===== config.mk =====
export PLATFORM = sky130hd
export DESIGN_NAME = hd_receiver
export DESIGN_NICKNAME = d
export VERILOG_FILES = /design/src/rtl/hd_receiver.sv
export SDC_FILE = /design/constraint.sdc
export NUM_CORES = 1
export LEC_CHECK = 0
export BUFFER_PORTS_ARGS = -buffer_cell sky130_fd_sc_hd__buf_2
export CORE_ASPECT_RATIO = 0.6
export CORE_MARGIN = 5
export CORE_UTILIZATION = 26
export CTS_CLUSTER_DIAMETER = 60
export CTS_CLUSTER_SIZE = 20
export DETAILED_ROUTE_END_ITERATION = 10
export PLACE_DENSITY_LB_ADDON = 0.08
export SLEW_MARGIN = 20
export SYNTH_ARGS = -nofsm -noshare
export SYNTH_HDL_FRONTEND = slang
export SYNTH_SLANG_ARGS = --single-unit

===== constraint.sdc =====
create_clock -name clk -period 3.75 [get_ports clk]
set_input_delay 0.375 -clock clk [delete_from_list [all_inputs] [get_ports clk]]
set_output_delay 0.375 -clock clk [all_outputs]
set_load 0.005 [all_outputs]

===== src/rtl/hd_receiver.sv =====
// hd_receiver: consumer side of the valid/ready beat link.
// Incoming beats pass through a one-entry skid register, so ready_output can come
// straight from a flop. Beats are then packed PACK at a time, or fewer when last
// is set, into one wide word offered on a downstream valid/ready port.
// word_dest is also the assembly register. The assembler stalls while a finished
// word is held, so a separate staging buffer would never be filled ahead of the
// handoff.
module hd_receiver #(
  parameter int DATA_WIDTH = 32,
  parameter int PACK       = 4,
  localparam int CW        = $clog2(PACK + 1)
) (
  input  logic                       clk,
  input  logic                       rst,
  input  logic [DATA_WIDTH-1:0]      data_src,
  input  logic                       valid,
  input  logic                       last,
  output logic                       ready_output,
  output logic [PACK*DATA_WIDTH-1:0] word_dest,
  output logic [CW-1:0]              word_beats,
  output logic                       word_valid,
  input  logic                       word_ready
);

  // Skid entry (stage p0). Its data fields are never reset; skid_vld_p0 alone says
  // whether they mean anything.
  logic                  skid_vld_p0;
  logic [DATA_WIDTH-1:0] skid_data_p0;
  logic                  skid_last_p0;

  // Lane counter of the word under assembly.
  logic [CW-1:0]         cnt;

  // Routing decisions for the current cycle.
  logic                  accept;
  logic                  can_take;
  logic                  asm_vld;
  logic [DATA_WIDTH-1:0] asm_data;
  logic                  asm_last;
  logic                  skid_load;
  logic                  skid_vld_nxt;
  logic                  complete;
  logic [PACK*DATA_WIDTH-1:0] word_nxt;

  // Route the beat: a parked skid beat drains before any newly accepted beat.
  always_comb begin
    accept       = valid && ready_output;
    can_take     = !word_valid || word_ready;
    asm_vld      = 1'b0;
    asm_data     = data_src;
    asm_last     = last;
    skid_load    = 1'b0;
    skid_vld_nxt = skid_vld_p0;
    if (skid_vld_p0) begin
      if (can_take) begin
        asm_vld      = 1'b1;
        asm_data     = skid_data_p0;
        asm_last     = skid_last_p0;
        skid_load    = accept;
        skid_vld_nxt = accept;
      end
    end else if (accept) begin
      if (can_take) begin
        asm_vld = 1'b1;
      end else begin
        skid_load    = 1'b1;
        skid_vld_nxt = 1'b1;
      end
    end
  end

  // Lane update: write lane cnt. The first beat of a word also clears every other lane.
  always_comb begin
    word_nxt = word_dest;
    if (asm_vld) begin
      for (int k = 0; k < PACK; k++) begin
        if (cnt == CW'(k)) begin
          word_nxt[k*DATA_WIDTH +: DATA_WIDTH] = asm_data;
        end else if (cnt == '0) begin
          word_nxt[k*DATA_WIDTH +: DATA_WIDTH] = '0;
        end
      end
    end
    complete = asm_vld && (asm_last || (cnt == CW'(PACK - 1)));
  end

  // Skid payload (stage p0 boundary): loaded only when the entry is being filled.
  always_ff @(posedge clk) begin
    if (skid_load) begin
      skid_data_p0 <= data_src;
      skid_last_p0 <= last;
    end
  end

  // Control and output word: skid occupancy, registered ready, lane count, word handoff.
  always_ff @(posedge clk or posedge rst) begin
    if (rst) begin
      skid_vld_p0  <= 1'b0;
      ready_output <= 1'b0;
      cnt          <= '0;
      word_valid   <= 1'b0;
      word_beats   <= '0;
      word_dest    <= '0;
    end else begin
      skid_vld_p0  <= skid_vld_nxt;
      ready_output <= !skid_vld_nxt;
      if (asm_vld) begin
        word_dest <= word_nxt;
      end
      if (complete) begin
        word_valid <= 1'b1;
        word_beats <= cnt + 1'b1;
        cnt        <= '0;
      end else begin
        if (asm_vld) begin
          cnt <= cnt + 1'b1;
        end
        if (word_valid && word_ready) begin
          word_valid <= 1'b0;
        end
      end
    end
  end

endmodule


==> results_dict.tcl, run 1 <==
set metrics [dict create \
    status "finished clean" \
    start_util 0.264 \
    ys_seq_area_frac 0.691 \
    ant_nets 0 \
    io_buffer_count 169 \
    syn2layout_area_growth_pct 28.0 \
    cp-start-kind "flip-flop" \
    crit_start "cnt[0]$_DFFE_PP0P_" \
    cts_tree "built" \
    yosysWarnings 0 \
    power_mw 7.10 \
    end_kind "flip-flop" \
    grt_pass1_vias 4681 \
    cts_buffers 17 \
    htree_levels 4 \
    p_sw_mw 2.46 \
    dpl_cell_area_um2 7570 \
    tightestPinTransition_ns 0.983 \
    dp_cells 904 \
    cts_sinks 170 \
    routed_wirelength_um 19800 \
    cts_root_buf "clkbuf_16" \
    die_w_um 213 \
    p_seq_frac 0.416 \
    routed_via_density 4.68 \
    r2r_slack_ns 1.27 \
    design_area_um2 8190 \
    antenna_cells 0 \
    clock.fmax_ghz 0.403 \
    hpwl_um 12900 \
    rows 44 \
    nNetsFinal 644 \
    fillers 2447 \
    finalSetupTns_ns 0 \
    post-cts-setup-buffers 0 \
    p_clk_frac 0.264 \
    rsz0062_at_grt "no" \
    worstRegToRegCells 5 \
    gp_congestion 0.741 \
    hold_violations 0 \
    drive_gt1_frac 0.360 \
    synth_edf_count 33 \
    crit_type "reg2reg" \
    synthCells 435 \
    r2r_end "word_dest[120]$_DFFE_PP0P_" \
    cts.repair.resized 0 \
    clock_skew_ns 0.00997 \
    synth-seq-cells 170 \
    post-route-drc-count 0 \
    drv_slew 0 \
    ys_types 32 \
    peakVddDrop_uv 347 \
    final_cells 936 \
    grt_antenna_before_repair 1 \
    gr-total-overflow 0 \
    syn-cell-area_um2 6400 \
    p_leak_nw 3.92 \
    rr_startpoint "cnt[0]$_DFFE_PP0P_" \
    post_drt_wl_per_cell_um 21.1 \
    drt_pre_antenna_iters 4 \
    period_minus_slack_ns 2.48 \
    intPower_mw 4.64 \
    setup_viol 0 \
    p_comb_frac 0.320 \
    crit_end "word_dest[120]$_DFFE_PP0P_" \
    powerDensity_nw_per_um2 867 \
    clkLatencyLatePin_ns 0.43 \
    arrival_ns 2.81 \
    worstPathMaxFanout 33 \
    place_ws_ns 1.24 \
    hold_path_depth 1 \
    vias 4382 \
    drv_cap 0 \
    die-area_um2 27900 \
    post-route-util 0.338 \
    path_clk_slew_ns 0.06 \
    setup_slack_ns 1.27 \
    post-route-period-util 0.662 \
    io-pin-count 170 \
    drt-initial-drc-count 189 \
    ys.flop_type "dfrtp_1" \
    grt_use_total 0.143 \
    hold_path_class "in2reg" \
    grt_max_degree 80 \
    core_um2 24200 \
    hold_ws_ns 0.140 \
    grt_pass1_wl_um 30500 \
    required_ns 4.08 \
    swShare 0.346 \
    syn_area_per_cell_um2 14.7 \
    synth_nets 477 \
    die_h_um 132 \
    relSlewSlack 0.343 \
    hp-start "data_src[1]" \
    async_reset_ff_frac 0.806 \
    clock_path_buffers 2 \
]
## state kept, by name, indices dropped and copies added, names as in the netlist
register and cells:
word_dest 128, skid_data_p0 32, cnt 3, word_beats 3, ready_output 1, skid_last_p0 1
skid_vld_p0 1, word_valid 1
## synthesized netlist by cell type (all sizes together) (3+ instances only)
master / instances / area, um2
nor2b: 3 / 26.3
clkbuf: 7 / 26.3
o21ai: 4 / 20.0
nand2: 8 / 32.5
o2bb2ai: 96 / 841
edfxtp: 33 / 991
a21oi: 35 / 179
nand2b: 3 / 33.8
ha: 5 / 62.6
buf: 22 / 165
inv: 7 / 26.3
dfrtp: 137 / 3430
nor2: 32 / 120
mux2i: 33 / 338
## timing repair
action,CTS,global route
endpoints found under the setup margin,0,0
hold endpoints to repair,3,0
hold buffers,1,0
## per-layer routing
layer	up-vias	global-route usage	wire [um]
met4	2	0.0337	231
met3	16	0.0448	1250
met2	124	0.203	8380
li1	1961	-	-
met5	-	0	20
met1	2279	0.214	9900
## how the worst min path moves through the flow
stage	to	slack (ns)
CTS	skid_data_p0[2]$_DFFE_PP_	0.11
detailed placement	word_dest[21]$_DFFE_PP0P_	0.30
global placement	word_dest[21]$_DFFE_PP0P_	0.29
finish	skid_data_p0[1]$_DFFE_PP_	0.14
floorplan	skid_data_p0[0]$_DFFE_PP_	0.47
global route	skid_data_p0[30]$_DFFE_PP_	0.12
## final cells by class
| cell class | count | area (um2) | share of cell area |
|---|---|---|---|
| Clock buffer | 24 | 462 | 0.0564 |
| Clock inverter | 7 | 144 | 0.0176 |
| Inverter | 7 | 30.0 | 0.00367 |
| Multi-Input combinational cell | 229 | 1810 | 0.221 |
| Sequential cell | 170 | 4420 | 0.540 |
| Tap cell | 322 | 403 | 0.0492 |
| Timing Repair Buffer | 177 | 921 | 0.112 |
## critical path, stage by stage (launching register included)
cell	delay [ns]
dfrtp_1	0.43
ha_1	0.22
ha_1	0.22
nand3b_4	0.40
nor2b_4	0.90
o2bb2ai_1	0.20
## cell families after synthesis
family	Yosys count	synth area share
buf+inv	36	0.0340
simple gates	52	0.0430
flops	170	0.691
fa+ha+maj	5	0.00978
mux	35	0.0575
compound gates	137	0.165
## power groups by stage
| stage | registers [mW] | clock network, mW | logic (mW) |
|---|---|---|---|
| 2_1_floorplan | 2.96 | 0 | 1.21 |
| 3_3_place_gp | 2.98 | 0 | 2.29 |
| 3_5_place_dp | 2.98 | 0 | 2.32 |
| 4_1_cts | 2.96 | 1.92 | 2.33 |
| 5_1_grt | 3.03 | 2.00 | 2.50 |
| 6_report | 2.95 | 1.87 | 2.27 |
## placed cells by master (no fill, tap or decap), types with 4 or more instances in the layout
cell       instances
a21oi_1           33
mux2i_1           31
dfrtp_1          137
buf_2            169
o2bb2ai_1         96
nand2_1            5
buf_4              6
clkbuf_16         17
clkbuf_1           6
ha_1               5
bufinv_16          4
edfxtp_1          33
nor2_1            32
inv_1              6
Note: power is estimated with default switching activity, not from simulation.
==> inputs of run 2 (changes only) <==
- clock period: 3.75 -> 2.6 ns (I/O delays scaled with it)
==> run 2 against run 1 <==
  * Utilization is 0.63 points higher
  * Sequential cell count is the same
  * Combinational power rose by 52%
  * Final area increased by 1.9%
  * Global-route usage grew 0.50 points
  * Worst setup slack worse by 0.71 ns
  * Hold slack worse by 0.11 ns
  * Clock-buffer cell count down 4
  * Maximum frequency is 22% higher
  * Non-clock buffer count rose by 16
  * Clock power grew 44%
  * Sequential share of layout area shrank 0.99 points
  * Critical path type unchanged
==> results_dict.tcl, run 2 (synthesized netlist as in run 1, its figures left out) <==
set metrics [dict create \
    clock.fmax_ghz 0.490 \
    die-area_um2 27900 \
    cts_buffers 17 \
    dpl_cell_area_um2 7680 \
    crit_start "cnt[0]$_DFFE_PP0P_" \
    crit_path_top_delay_cell "nor4b_4" \
    regArea_um2 4420 \
    drv_slew 0 \
    post-route-util 0.344 \
    hold_path_class "in2reg" \
    io-pin-count 170 \
    drt_pre_antenna_iters 4 \
    core_um2 24200 \
    cts_tree "built" \
    routed_via_density 4.58 \
    hold_violations 0 \
    vias 4361 \
    post_drt_wl_per_cell_um 21.3 \
    worstPathMaxFanout 22 \
    regMostFlops "word_dest" \
    mostFrequentLayoutCells "buf_2 (169), dfrtp_1 (137), o2bb2ai_1 (96), a21oi_1 (33), edfxtp_1 (33)" \
    multi_input_area_um2 1810 \
    post-cts-setup-buffers 0 \
    ant_nets 0 \
    end_kind "flip-flop" \
    cts.repair.resized 0 \
    peakVddDrop_uv 501 \
    status "finished clean" \
    power_mw 10.4 \
    gp_congestion 0.739 \
    dp_cells 917 \
    top_regs "word_dest x128, skid_data_p0 x32" \
    path_cells "inv_1 > ha_1 > nor4b_4 > buf_4 > nor2_1 > a21oi_1" \
    design_area_um2 8340 \
    grt_antenna_before_repair 1 \
    drt-initial-drc-count 169 \
    tightestPinTransition_ns 0.789 \
    setup_slack_ns 0.559 \
    clock_skew_ns 0.0107 \
    path_clk_slew_ns 0.07 \
    grt_max_degree 138 \
    die_h_um 132 \
    antenna_cells 0 \
    htree_levels 4 \
    crit_type "reg2reg" \
    die_w_um 213 \
    start_util 0.264 \
    powerDensity_nw_per_um2 1250 \
    rsz0062_at_grt "no" \
    io_buffer_count 169 \
    p_leak_nw 4.02 \
    nNetsFinal 660 \
    hp-start "data_src[27]" \
    relSlewSlack 0.474 \
    largest_reg_flops 128 \
    grt_pass1_wl_um 31200 \
    post-route-period-util 0.785 \
    drv_cap 0 \
    grt_use_total 0.148 \
    clock_path_buffers 2 \
    fillers 2414 \
    cts_sinks 170 \
    mostFrequentLayoutCell "buf_2" \
    setup_viol 0 \
    arrival_ns 2.39 \
    grt_pass1_vias 4732 \
    period_minus_slack_ns 2.04 \
    gr-total-overflow 0 \
    rr_startpoint "cnt[0]$_DFFE_PP0P_" \
    post-route-drc-count 0 \
    final_cells 953 \
    slowest_delay_ns 0.54 \
    clkLatencyLatePin_ns 0.43 \
    routed_wirelength_um 20300 \
    required_ns 2.95 \
    cp-start-kind "flip-flop" \
    syn2layout_area_growth_pct 30.4 \
    finalSetupTns_ns 0 \
    hpwl_um 13800 \
    place_ws_ns 0.490 \
    drive_gt1_frac 0.379 \
    cts_root_buf "clkbuf_16" \
    rows 44 \
    hold_ws_ns 0.0280 \
]
==> run 2: final cells by class <==
type | instances | area share
flip-flops and latches | 170 | 0.530
multi-input cells | 229 | 0.217
repair buffers | 193 | 0.127
clock buffers | 20 | 0.0536
well taps | 322 | 0.0483
clock inverters | 12 | 0.0206
inverters | 7 | 0.00360
==> run 2: final timing paths <==
path,slack [ns],cells past startpoint,endpoint
setup / recovery,0.56,6,word_dest[9]$_DFFE_PP0P_
hold / removal,0.03,1,skid_data_p0[27]$_DFFE_PP_
setup reg to reg,0.56,6,word_dest[9]$_DFFE_PP0P_
hold reg to reg,0.48,1,word_dest[126]$_DFFE_PP0P_
max in group asynchronous,1.96,3,word_dest[123]$_DFFE_PP0P_
min in group asynchronous,0.04,3,word_beats[0]$_DFFE_PP0P_
==> run 2: per-layer routing <==
metal,routed length (um),GRT usage
met1,10300,0.221
met2,8670,0.208
met3,1050,0.0422
met4,233,0.0426
met5,13,0
==> run 2: critical path: cells and delay by family (launching register included) <==
family	cells	cell delay, ns
and+or+nand+nor	2	0.61
DFF	1	0.42
adders and majority gates	1	0.26
buffers and inverters	2	0.54
AOI/OAI and AO/OA	1	0.13
==> run 2: repair_timing <==
item,4_1_cts,5_1_grt
setup endpoints to repair,0,0
hold buffers,4,0
hold endpoints to repair,4,0
==> run 2: where the power goes <==
part | switching, mW | internal, mW
Sequential | 0.598 | 3.68
Clock | 1.06 | 1.63
Combinational | 1.98 | 1.48
Total | 3.63 | 6.80
==> inputs of run 3 (changes only) <==
- clock period: 2.6 -> 2.1 ns (I/O delays scaled with it)
==> run 3 against run 2 <==
  * Sequential share of layout area fell by 2.2 points
  * Clock power up 25%
  * Maximum frequency up 4.1%
  * Critical endpoint is now word_dest[69]$_DFFE_PP0P_
  * Clock skew shrank 0.0016 ns
  * First-iteration DRC count up 31%
  * Sequential power up 24%
==> results_dict.tcl, run 3 (synthesized netlist as in run 1, its figures left out) <==
set metrics [dict create \
    powerDensity_nw_per_um2 1490 \
    grt_max_degree 75 \
    die_w_um 213 \
    end_kind "flip-flop" \
    required_ns 2.44 \
    setup_slack_ns 0.140 \
    clock.fmax_ghz 0.510 \
    regMostFlops "word_dest" \
    cts_root_buf "clkbuf_16" \
    core_um2 24200 \
    grt_pass1_wl_um 30200 \
    nNetsFinal 687 \
    relSlewSlack 0.258 \
    grt_pass1_vias 4691 \
    peakVddDrop_uv 665 \
    rows 44 \
    hold_path_class "in2reg" \
    drv_cap 0 \
    clkLatencyLatePin_ns 0.43 \
    top_regs "word_dest x128, skid_data_p0 x32" \
    antenna_cells 0 \
    cp-start-kind "flip-flop" \
    clock_path_buffers 2 \
    hold_violations 0 \
    io-pin-count 170 \
    place_ws_ns 0.177 \
    drt_pre_antenna_iters 5 \
    routed_wirelength_um 19800 \
    ant_nets 0 \
    rsz0062_at_grt "no" \
    die_h_um 132 \
    p_leak_nw 4.15 \
    drv_slew 0 \
    gr-total-overflow 0 \
    start_util 0.264 \
    period_minus_slack_ns 1.96 \
    status "finished clean" \
    grt_use_total 0.142 \
    gp_congestion 0.737 \
    io_buffer_count 169 \
    setup_viol 0 \
    finalSetupTns_ns 0 \
    crit_type "reg2reg" \
    post_drt_wl_per_cell_um 20.2 \
    tightestPinTransition_ns 1.11 \
    post-route-drc-count 0 \
    mostFrequentLayoutCell "buf_2" \
    path_clk_slew_ns 0.06 \
    routed_via_density 4.55 \
    cts_buffers 17 \
    cts_tree "built" \
    syn2layout_area_growth_pct 35.9 \
    drt-initial-drc-count 221 \
    multi_input_area_um2 1810 \
    mostFrequentLayoutCells "buf_2 (169), dfrtp_1 (137), o2bb2ai_1 (96), dlygate4sd3_1 (34)" \
    die-area_um2 27900 \
    vias 4455 \
    post-route-period-util 0.933 \
    htree_levels 4 \
    regArea_um2 4420 \
    arrival_ns 2.30 \
    cts_sinks 170 \
    worstPathMaxFanout 32 \
    hpwl_um 13400 \
    largest_reg_flops 128 \
    clock_skew_ns 0.00913 \
    cts.repair.resized 0 \
    drive_gt1_frac 0.353 \
    grt_antenna_before_repair 0 \
    fillers 2392 \
]
-- run 3: what timing repair did --
action,in CTS,in global routing
hold endpoints to repair,170,0
hold buffers,34,0
setup buffers,0,0
-- run 3: path summary, 6_finish.rpt --
| check | endpoint | cells past startpoint | startpoint | slack (ns) |
|---|---|---|---|---|
| setup / recovery | word_dest[69]$_DFFE_PP0P_ | 4 | cnt[0]$_DFFE_PP0P_ | 0.14 |
| hold / removal | word_valid$_DFFE_PP0P_ | 3 | word_ready | 0.16 |
| setup reg to reg | word_dest[69]$_DFFE_PP0P_ | 4 | cnt[0]$_DFFE_PP0P_ | 0.14 |
| hold reg to reg | word_dest[63]$_DFFE_PP0P_ | 1 | word_dest[63]$_DFFE_PP0P_ | 0.49 |
| max in group asynchronous | word_dest[1]$_DFFE_PP0P_ | 4 | rst | 1.25 |
| min in group asynchronous | word_beats[1]$_DFFE_PP0P_ | 4 | rst | 0.46 |
-- run 3: metal layers --
layer,GRT usage,up-vias,wire length [um]
met5,0,-,0
met4,0.0341,0,180
met3,0.0448,13,1230
met2,0.203,117,8590
met1,0.211,2289,9830
li1,-,2036,-
-- run 3: where the power goes --
group / leakage, nW / switching, mW / internal (mW)
sequential: 2.07 / 0.747 / 4.56
combinational: 1.77 / 2.39 / 1.92
clock: 0.307 / 1.28 / 2.09
-- run 3: area by class of cell --
| class | instances | share of cell area |
|---|---|---|
| clock buffer | 27 | 0.0604 |
| clock inverter | 5 | 0.0124 |
| inverter | 7 | 0.00345 |
| multi-input combinational | 229 | 0.208 |
| sequential | 170 | 0.508 |
| tap | 322 | 0.0463 |
| timing repair buffer | 220 | 0.161 |
-- run 3: per-stage QoR --
step                      hold WS (ns)  cells   util  cell area, um2  power (mW)
after floorplan                  0.309    435      -            6410        7.45
after global placement           0.387    914  0.319            7720        9.68
after detailed placement         0.372    914  0.319            7720        9.73
after CTS                        0.142    980  0.359            8700        13.2
after global routing             0.167    980  0.359            8700        13.8
final                            0.161    980  0.359            8700        13.0
-- run 3: critical path, stage by stage (launching register included) --
cell and delay (ns):
dfrtp_1 0.42, inv_1 0.10, ha_1 0.26, o21ai_4 0.88
o2bb2ai_1 0.20
